==> config.mk <==
export PLATFORM = sky130hd
export DESIGN_NAME = md_bus_front
export DESIGN_NICKNAME = d
export VERILOG_FILES = /design/src/rtl/md_bus_pkg.sv /design/src/rtl/md_sync_edge.sv /design/src/rtl/md_bus_front.sv
export SDC_FILE = /design/constraint.sdc
export NUM_CORES = 1
export LEC_CHECK = 0
export ABC_AREA = 1
export CAP_MARGIN = 30
export CORE_MARGIN = 4
export CORE_UTILIZATION = 52
export DETAILED_ROUTE_END_ITERATION = 10
export DONT_BUFFER_PORTS = 1
export GPL_TIMING_DRIVEN = 0
export PLACE_DENSITY = 0.77
export SETUP_SLACK_MARGIN = 0.1
export SLEW_MARGIN = 40
export SYNTH_ARGS = -nofsm -noshare
export SYNTH_HDL_FRONTEND = slang
export SYNTH_SLANG_ARGS = --single-unit
==> constraint.sdc <==
create_clock -name clk -period 2.7 [get_ports clk]
set_input_delay 0.27 -clock clk [delete_from_list [all_inputs] [get_ports clk]]
set_output_delay 0.27 -clock clk [all_outputs]
set_load 0.05 [all_outputs]
==> src/rtl/md_bus_pkg.sv <==
// rtl/md_bus_pkg.sv - shared types and constants for the Mega Drive bus front end
package md_bus_pkg;

  localparam int CNT_W = 16;
  localparam logic [15:0] TIMEOUT_DATA = 16'hFFFF;

  typedef enum logic [2:0] {
    IDLE,
    SETTLE,
    DECODE,
    WAIT_ACK,
    HOLD
  } state_t;

  typedef enum logic [1:0] {
    REGION_CE_LO = 2'd0,
    REGION_CE_HI = 2'd1,
    REGION_CAS   = 2'd2,
    REGION_OTHER = 2'd3
  } region_t;

  // Chip-enable priority: CE_LO wins over CE_HI, which wins over CAS alone
  function automatic region_t region_of(input logic ce_lo_n, input logic ce_hi_n,
                                        input logic cas_n);
    if (!ce_lo_n)      return REGION_CE_LO;
    else if (!ce_hi_n) return REGION_CE_HI;
    else if (!cas_n)   return REGION_CAS;
    else               return REGION_OTHER;
  endfunction

endpackage

==> src/rtl/md_sync_edge.sv <==
// rtl/md_sync_edge.sv - multi-flop strobe synchroniser with fall/rise pulses
module md_sync_edge #(
  parameter int STAGES = 2
) (
  input  logic clk,
  input  logic rst_n,
  input  logic i_d,
  output logic o_level,
  output logic o_fall,
  output logic o_rise
);

  logic [STAGES-1:0] r_sync;
  logic              r_prev;

  // Shift the raw strobe through the chain (idle-high) and remember the last synced level
  always_ff @(posedge clk or negedge rst_n) begin
    if (!rst_n) begin
      r_sync <= '1;
      r_prev <= 1'b1;
    end else begin
      r_sync <= {r_sync[STAGES-2:0], i_d};
      r_prev <= r_sync[STAGES-1];
    end
  end

  assign o_level = r_sync[STAGES-1];
  assign o_fall  = r_prev & ~r_sync[STAGES-1];
  assign o_rise  = ~r_prev & r_sync[STAGES-1];

endmodule

==> src/rtl/md_bus_front.sv <==
// rtl/md_bus_front.sv - MD cartridge bus front end; MD_BUS_STATS_EN adds cycle/error counters
module md_bus_front
  import md_bus_pkg::*;
#(
  parameter int SYNC_STAGES = 2,
  parameter int SETTLE_CYC  = 2,
  parameter int ACK_TIMEOUT = 32
) (
  input  logic        clk,
  input  logic        rst_n,
  input  logic [22:0] md_addr,
  input  logic [15:0] md_dato,
  input  logic        md_as_n,
  input  logic        md_cas_n,
  input  logic        md_ce_lo_n,
  input  logic        md_ce_hi_n,
  input  logic        md_oe_n,
  input  logic        md_we_lo_n,
  input  logic        md_we_hi_n,
  output logic [15:0] md_dati,
  output logic        md_bus_oe,
  output logic        md_dtak,
  output logic        req_rd,
  output logic        req_wr,
  output logic [23:0] req_addr,
  output logic [15:0] req_data,
  output logic [1:0]  req_be,
  output logic [1:0]  req_region,
  input  logic        core_ack,
  input  logic [15:0] core_rdata,
  output logic        err_timeout,
  output logic        err_abort
`ifdef MD_BUS_STATS_EN
  ,
  output logic [15:0] stat_rd,
  output logic [15:0] stat_wr,
  output logic [15:0] stat_err
`endif
);

  // The IDLE cycle that detects the AS fall counts as the first settle cycle,
  // which keeps pin-to-request latency at SYNC_STAGES+SETTLE_CYC+1.
  localparam logic [CNT_W-1:0] SETTLE_LAST = CNT_W'((SETTLE_CYC > 2) ? SETTLE_CYC - 2 : 0);
  localparam logic [CNT_W-1:0] TMO_LAST    = CNT_W'(ACK_TIMEOUT - 1);

  logic w_as_n, w_as_fall, w_as_rise;
  logic [5:0] w_lvl, w_unused_fall, w_unused_rise;
  logic w_cas_n, w_ce_lo_n, w_ce_hi_n, w_oe_n, w_we_lo_n, w_we_hi_n;

  md_sync_edge #(.STAGES(SYNC_STAGES)) u_sync_as (
    .clk(clk), .rst_n(rst_n), .i_d(md_as_n),
    .o_level(w_as_n), .o_fall(w_as_fall), .o_rise(w_as_rise)
  );

  logic [5:0] w_raw;
  assign w_raw = {md_cas_n, md_ce_lo_n, md_ce_hi_n, md_oe_n, md_we_lo_n, md_we_hi_n};

  for (genvar g = 0; g < 6; g++) begin : g_sync
    md_sync_edge #(.STAGES(SYNC_STAGES)) u_sync (
      .clk(clk), .rst_n(rst_n), .i_d(w_raw[g]),
      .o_level(w_lvl[g]), .o_fall(w_unused_fall[g]), .o_rise(w_unused_rise[g])
    );
  end

  assign {w_cas_n, w_ce_lo_n, w_ce_hi_n, w_oe_n, w_we_lo_n, w_we_hi_n} = w_lvl;

  logic w_rd_cond, w_wr_cond;
  assign w_rd_cond = ~w_oe_n & (~w_ce_lo_n | ~w_ce_hi_n | ~w_cas_n);
  assign w_wr_cond = ~w_we_lo_n | ~w_we_hi_n;

  state_t           r_state, w_state_nxt;
  logic [CNT_W-1:0] r_cnt;
  logic             r_aborted, r_is_rd;
  logic             w_do_rd, w_do_wr, w_do_ack, w_do_tmo, w_do_abort, w_cnt_clr;

  // State register
  always_ff @(posedge clk or negedge rst_n) begin
    if (!rst_n) r_state <= IDLE;
    else        r_state <= w_state_nxt;
  end

  // Next-state decode and per-cycle action strobes
  always_comb begin
    w_state_nxt = r_state;
    w_do_rd     = 1'b0;
    w_do_wr     = 1'b0;
    w_do_ack    = 1'b0;
    w_do_tmo    = 1'b0;
    w_do_abort  = 1'b0;
    w_cnt_clr   = 1'b0;
    case (r_state)
      IDLE: begin
        if (w_as_fall) begin
          w_state_nxt = SETTLE;
          w_cnt_clr   = 1'b1;
        end
      end
      SETTLE: begin
        if (r_cnt == SETTLE_LAST) w_state_nxt = DECODE;
      end
      DECODE: begin
        if (w_as_n) begin
          w_state_nxt = IDLE;
        end else if (w_rd_cond) begin
          w_do_rd     = 1'b1;
          w_cnt_clr   = 1'b1;
          w_state_nxt = WAIT_ACK;
        end else if (w_wr_cond) begin
          w_do_wr     = 1'b1;
          w_cnt_clr   = 1'b1;
          w_state_nxt = WAIT_ACK;
        end
      end
      WAIT_ACK: begin
        w_do_abort = w_as_n & ~r_aborted;
        if (core_ack)               w_do_ack = 1'b1;
        else if (r_cnt == TMO_LAST) w_do_tmo = 1'b1;
        if (w_do_ack | w_do_tmo)
          w_state_nxt = (w_as_n | r_aborted) ? IDLE : HOLD;
      end
      HOLD: begin
        if (w_as_rise | w_as_n) w_state_nxt = IDLE;
      end
      default: w_state_nxt = IDLE;
    endcase
  end

  // Shared settle/timeout counter and abort tracking
  always_ff @(posedge clk or negedge rst_n) begin
    if (!rst_n) begin
      r_cnt     <= '0;
      r_aborted <= 1'b0;
    end else begin
      if (w_cnt_clr)                                     r_cnt <= '0;
      else if (r_state == SETTLE || r_state == WAIT_ACK) r_cnt <= r_cnt + CNT_W'(1);
      if (w_do_rd | w_do_wr) r_aborted <= 1'b0;
      else if (w_do_abort)   r_aborted <= 1'b1;
    end
  end

  // Request/response datapath: pulses each cycle, latched fields hold until the next request
  always_ff @(posedge clk or negedge rst_n) begin
    if (!rst_n) begin
      req_rd      <= 1'b0;
      req_wr      <= 1'b0;
      err_timeout <= 1'b0;
      err_abort   <= 1'b0;
      req_addr    <= '0;
      req_data    <= '0;
      req_be      <= '0;
      req_region  <= '0;
      r_is_rd     <= 1'b0;
      md_dati     <= 16'h0000;
    end else begin
      req_rd      <= w_do_rd;
      req_wr      <= w_do_wr;
      err_timeout <= w_do_tmo;
      err_abort   <= w_do_abort;
      if (w_do_rd | w_do_wr) begin
        req_addr   <= {md_addr, 1'b0};
        req_region <= region_of(w_ce_lo_n, w_ce_hi_n, w_cas_n);
        r_is_rd    <= w_do_rd;
      end
      if (w_do_rd) req_be <= 2'b11;
      if (w_do_wr) begin
        req_be   <= {~w_we_hi_n, ~w_we_lo_n};
        req_data <= md_dato;
      end
      if (w_do_ack && r_is_rd) md_dati <= core_rdata;
      else if (w_do_tmo)       md_dati <= TIMEOUT_DATA;
    end
  end

  // Bus handshake drops combinationally in the cycle the synced AS goes high
  assign md_dtak   = (r_state == HOLD) & ~w_as_n;
  assign md_bus_oe = (r_state == HOLD) & ~w_as_n & r_is_rd & ~w_oe_n;

`ifdef MD_BUS_STATS_EN
  logic [15:0] r_stat_rd, r_stat_wr, r_stat_err;

  // Saturating activity counters
  always_ff @(posedge clk or negedge rst_n) begin
    if (!rst_n) begin
      r_stat_rd  <= '0;
      r_stat_wr  <= '0;
      r_stat_err <= '0;
    end else begin
      if (req_rd && r_stat_rd != 16'hFFFF) r_stat_rd <= r_stat_rd + 16'd1;
      if (req_wr && r_stat_wr != 16'hFFFF) r_stat_wr <= r_stat_wr + 16'd1;
      if ((err_timeout | err_abort) && r_stat_err != 16'hFFFF) r_stat_err <= r_stat_err + 16'd1;
    end
  end

  assign stat_rd  = r_stat_rd;
  assign stat_wr  = r_stat_wr;
  assign stat_err = r_stat_err;
`endif

endmodule

==> impl_metrics.ini <==
[min_path]
hold_path_class = in2reg
whs_path_depth = 2
hold_end = req_data[8]
min_from = md_dato[8]

[routing]
first_pass_iters = 4
final_antenna_net_count = 0
drt_iter0_drc = 148
wl_per_cell_um = 14.2
num_vias = 3009
vias_per_cell = 5.02
drc = 0
wl_mm = 8.52

[clock_tree]
cts_tree = built
clk_latency_ns = 0.36
clk_pin_slew_ns = 0.11
cts_buffer_depth = 2
cts_sinks = 99
clk_root_buffer_cell = clkbuf_8
numCtsBuffers = 9
htree_levels = 3

[layout]
fin_util_pct = 59.8
areaGrowthSynthToFinish_pct = 12.6
final_layout_size_suffix_gt1_share_pct = 11.9
fin_nets = 559
antenna_cells = 0

[pwr]
ir_worst_vdd_v = 0.000814
leakage_uw = 0.00238
p_per_area_nw_per_um2 = 1250

[timing]
slew_violations = 0
tns_ns = 0
relSlewSlack_pct = 62.4
fin_crit_ns = 1.97
period_share_pct = 72.9
setup_viol = 0
hold_viol = 0
rsz0062_at_grt = no
worst_pin_slew_ns = 0.562
finClkSkew_ns = 0.0172
whs_ns = 0.0168
max_freq_ghz = 0.508

[critical_path]
critPathMaxFanout = 7
r2r-start = r_cnt[0]
arrival_ns = 1.70
crit_path_end_kind = output pin
r2r_end = md_dati[14]
reg2regPathDepth = 8
criticalPathCategory = reg2out
crit_required_ns = 2.43
rrSetupSlack_ns = 1.01
start_kind = flop

[place]
gp_congestion = 0.766
portBuffers = 0
dp_hpwl_mm = 6.11

[grt]
antenna_found_initial = 0
grt_first_pass_wirelength_mm = 13.9
grt_max_degree = 100
grt_pass1_vias = 2898
grt_use_total_pct = 19.3
grt_overflow = 0

[logic_synthesis]
ys_seq_area_share_pct = 61.2
synth-warning-count = 0
ys_ff_latch = 99
async_flop_share_pct = 100
syn-cell-area_sq_um = 4080
synth_area_per_cell_sq_um = 8.80
synth_cells = 464
syn-num-nets = 531
synth_top_flop_cell = dfrtp_1
synth-edff-count = 0
synth_cell_types = 28

[floorplan]
ioPinCount = 131
fp.dieH_um = 96.6
start_util_pct = 53.1
rows = 32
die_w_um = 96.6
dieArea_sq_um = 9330
core_sq_um = 7690

[outcome]
status = finished clean

[run]
cap_violations = 0
[worst max-delay path by stage]
stage	from	to	slack [ns]	cells past startpoint
finish	r_state[1]	md_bus_oe	0.73	4
global route	r_state[1]	md_bus_oe	0.61	4
CTS	r_state[1]	md_bus_oe	0.51	4
detailed placement	r_state[1]	md_bus_oe	0.91	4
global placement	r_state[1]	md_bus_oe	0.47	4
floorplan	r_state[1]	md_bus_oe	0.66	4
[metrics by stage]
step | total power, uW | instance area, sq um | worst slack [ns] | cells
floorplan | 4560 | 4080 | 0.659 | 464
global placement | 4790 | 4210 | 0.467 | 566
detailed placement | 4870 | 4210 | 0.909 | 566
CTS | 5810 | 4590 | 0.506 | 599
global route | 6090 | 4600 | 0.607 | 599
finish | 5770 | 4600 | 0.731 | 599
[critical path, cell delays in order, from the launching register on]
cell     delay, ns
dfrtp_1       0.37
buf_4         0.16
inv_1         0.07
nand4_1       0.23
nor3_4        0.52
[metal layers]
metal | global-route usage (%) | part of all wire, % | vias to the layer above
li1 | - | - | 1490
met1 | 25.8 | 41 | 1432
met2 | 30.7 | 52 | 79
met3 | 5.42 | 5.8 | 8
met4 | 5.84 | 1.2 | 0
met5 | 0 | 0 | -
[report_power, final]
part	internal (uW)	switching (uW)	total, uW
Combinational	378	619	997
Clock	355	532	887
Sequential	1960	1930	3880
Total	2690	3080	5770
[state kept, by name, indices dropped and copies added, names as in the netlist]
register and cells:
r_is_rd 1, u_sync_as.r_sync 2, u_sync_as.r_prev 1, r_cnt 16
md_dati 16, req_wr 1, req_be 2, req_rd 1
err_abort 1, err_timeout 1, req_data 16, r_aborted 1
req_addr 23, g_sync.u_sync.r_sync 12, req_region 2, r_state 3
[cells by family after synthesis]
| group | Yosys count | share of synthesized area, % |
|---|---|---|
| AND/OR/NAND/NOR | 286 | 29.0 |
| AO/OA/AOI/OAI | 33 | 4.41 |
| other | 1 | 0.0919 |
| flip-flops | 99 | 61.2 |
| buffers and inverters | 43 | 4.69 |
| adder cells (fa/ha/maj) | 2 | 0.613 |
[area by class of cell]
| class | instances | area (sq um) |
|---|---|---|
| buffer | 13 | 78.8 |
| clock buffer | 10 | 128 |
| clock inverter | 6 | 60.1 |
| fill | 660 | 3090 |
| inverter | 30 | 113 |
| multi-input combinational | 322 | 1410 |
| sequential | 99 | 2500 |
| tap | 102 | 128 |
| timing repair buffer | 17 | 188 |
[placed cells by master, fill, tap and decap left out, drive strengths merged]
cell / count
a21o: 1
a21oi: 9
buf: 12
clkbuf: 12
clkinv: 2
clkinvlp: 2
conb: 1
dfrtp: 84
dfstp: 15
dlygate4sd3: 16
ha: 2
inv: 32
nand2: 184
nand3: 16
nand4: 6
nor2: 75
nor3: 5
o211ai: 2
o21a: 2
o21ai: 18
o31ai: 1
[cell usage after synthesis, types with 3 or more instances]
| library cell | instances | share of area, % |
|---|---|---|
| dfrtp_1 | 84 | 52 |
| inv_2 | 3 | 0.28 |
| nor2_4 | 3 | 0.83 |
| o21ai_0 | 15 | 1.8 |
| nand3_1 | 14 | 1.7 |
| buf_4 | 4 | 0.74 |
| dfstp_2 | 15 | 9.7 |
| buf_2 | 6 | 0.74 |
| nor3_1 | 5 | 0.61 |
| nor2_1 | 70 | 6.4 |
| nand4_1 | 4 | 0.61 |
| o21ai_1 | 3 | 0.37 |
| a21oi_1 | 9 | 1.1 |
| inv_1 | 27 | 2.5 |
| nand2_1 | 180 | 17 |
[repair_timing]
| item | CTS | global route |
|---|---|---|
| setup buffers | 0 | 0 |
| hold buffers | 17 | 0 |
| hold endpoints to repair | 114 | 0 |
| resized for setup | 0 | 0 |
No activity file was read; power rests on OpenSTA's default activity.
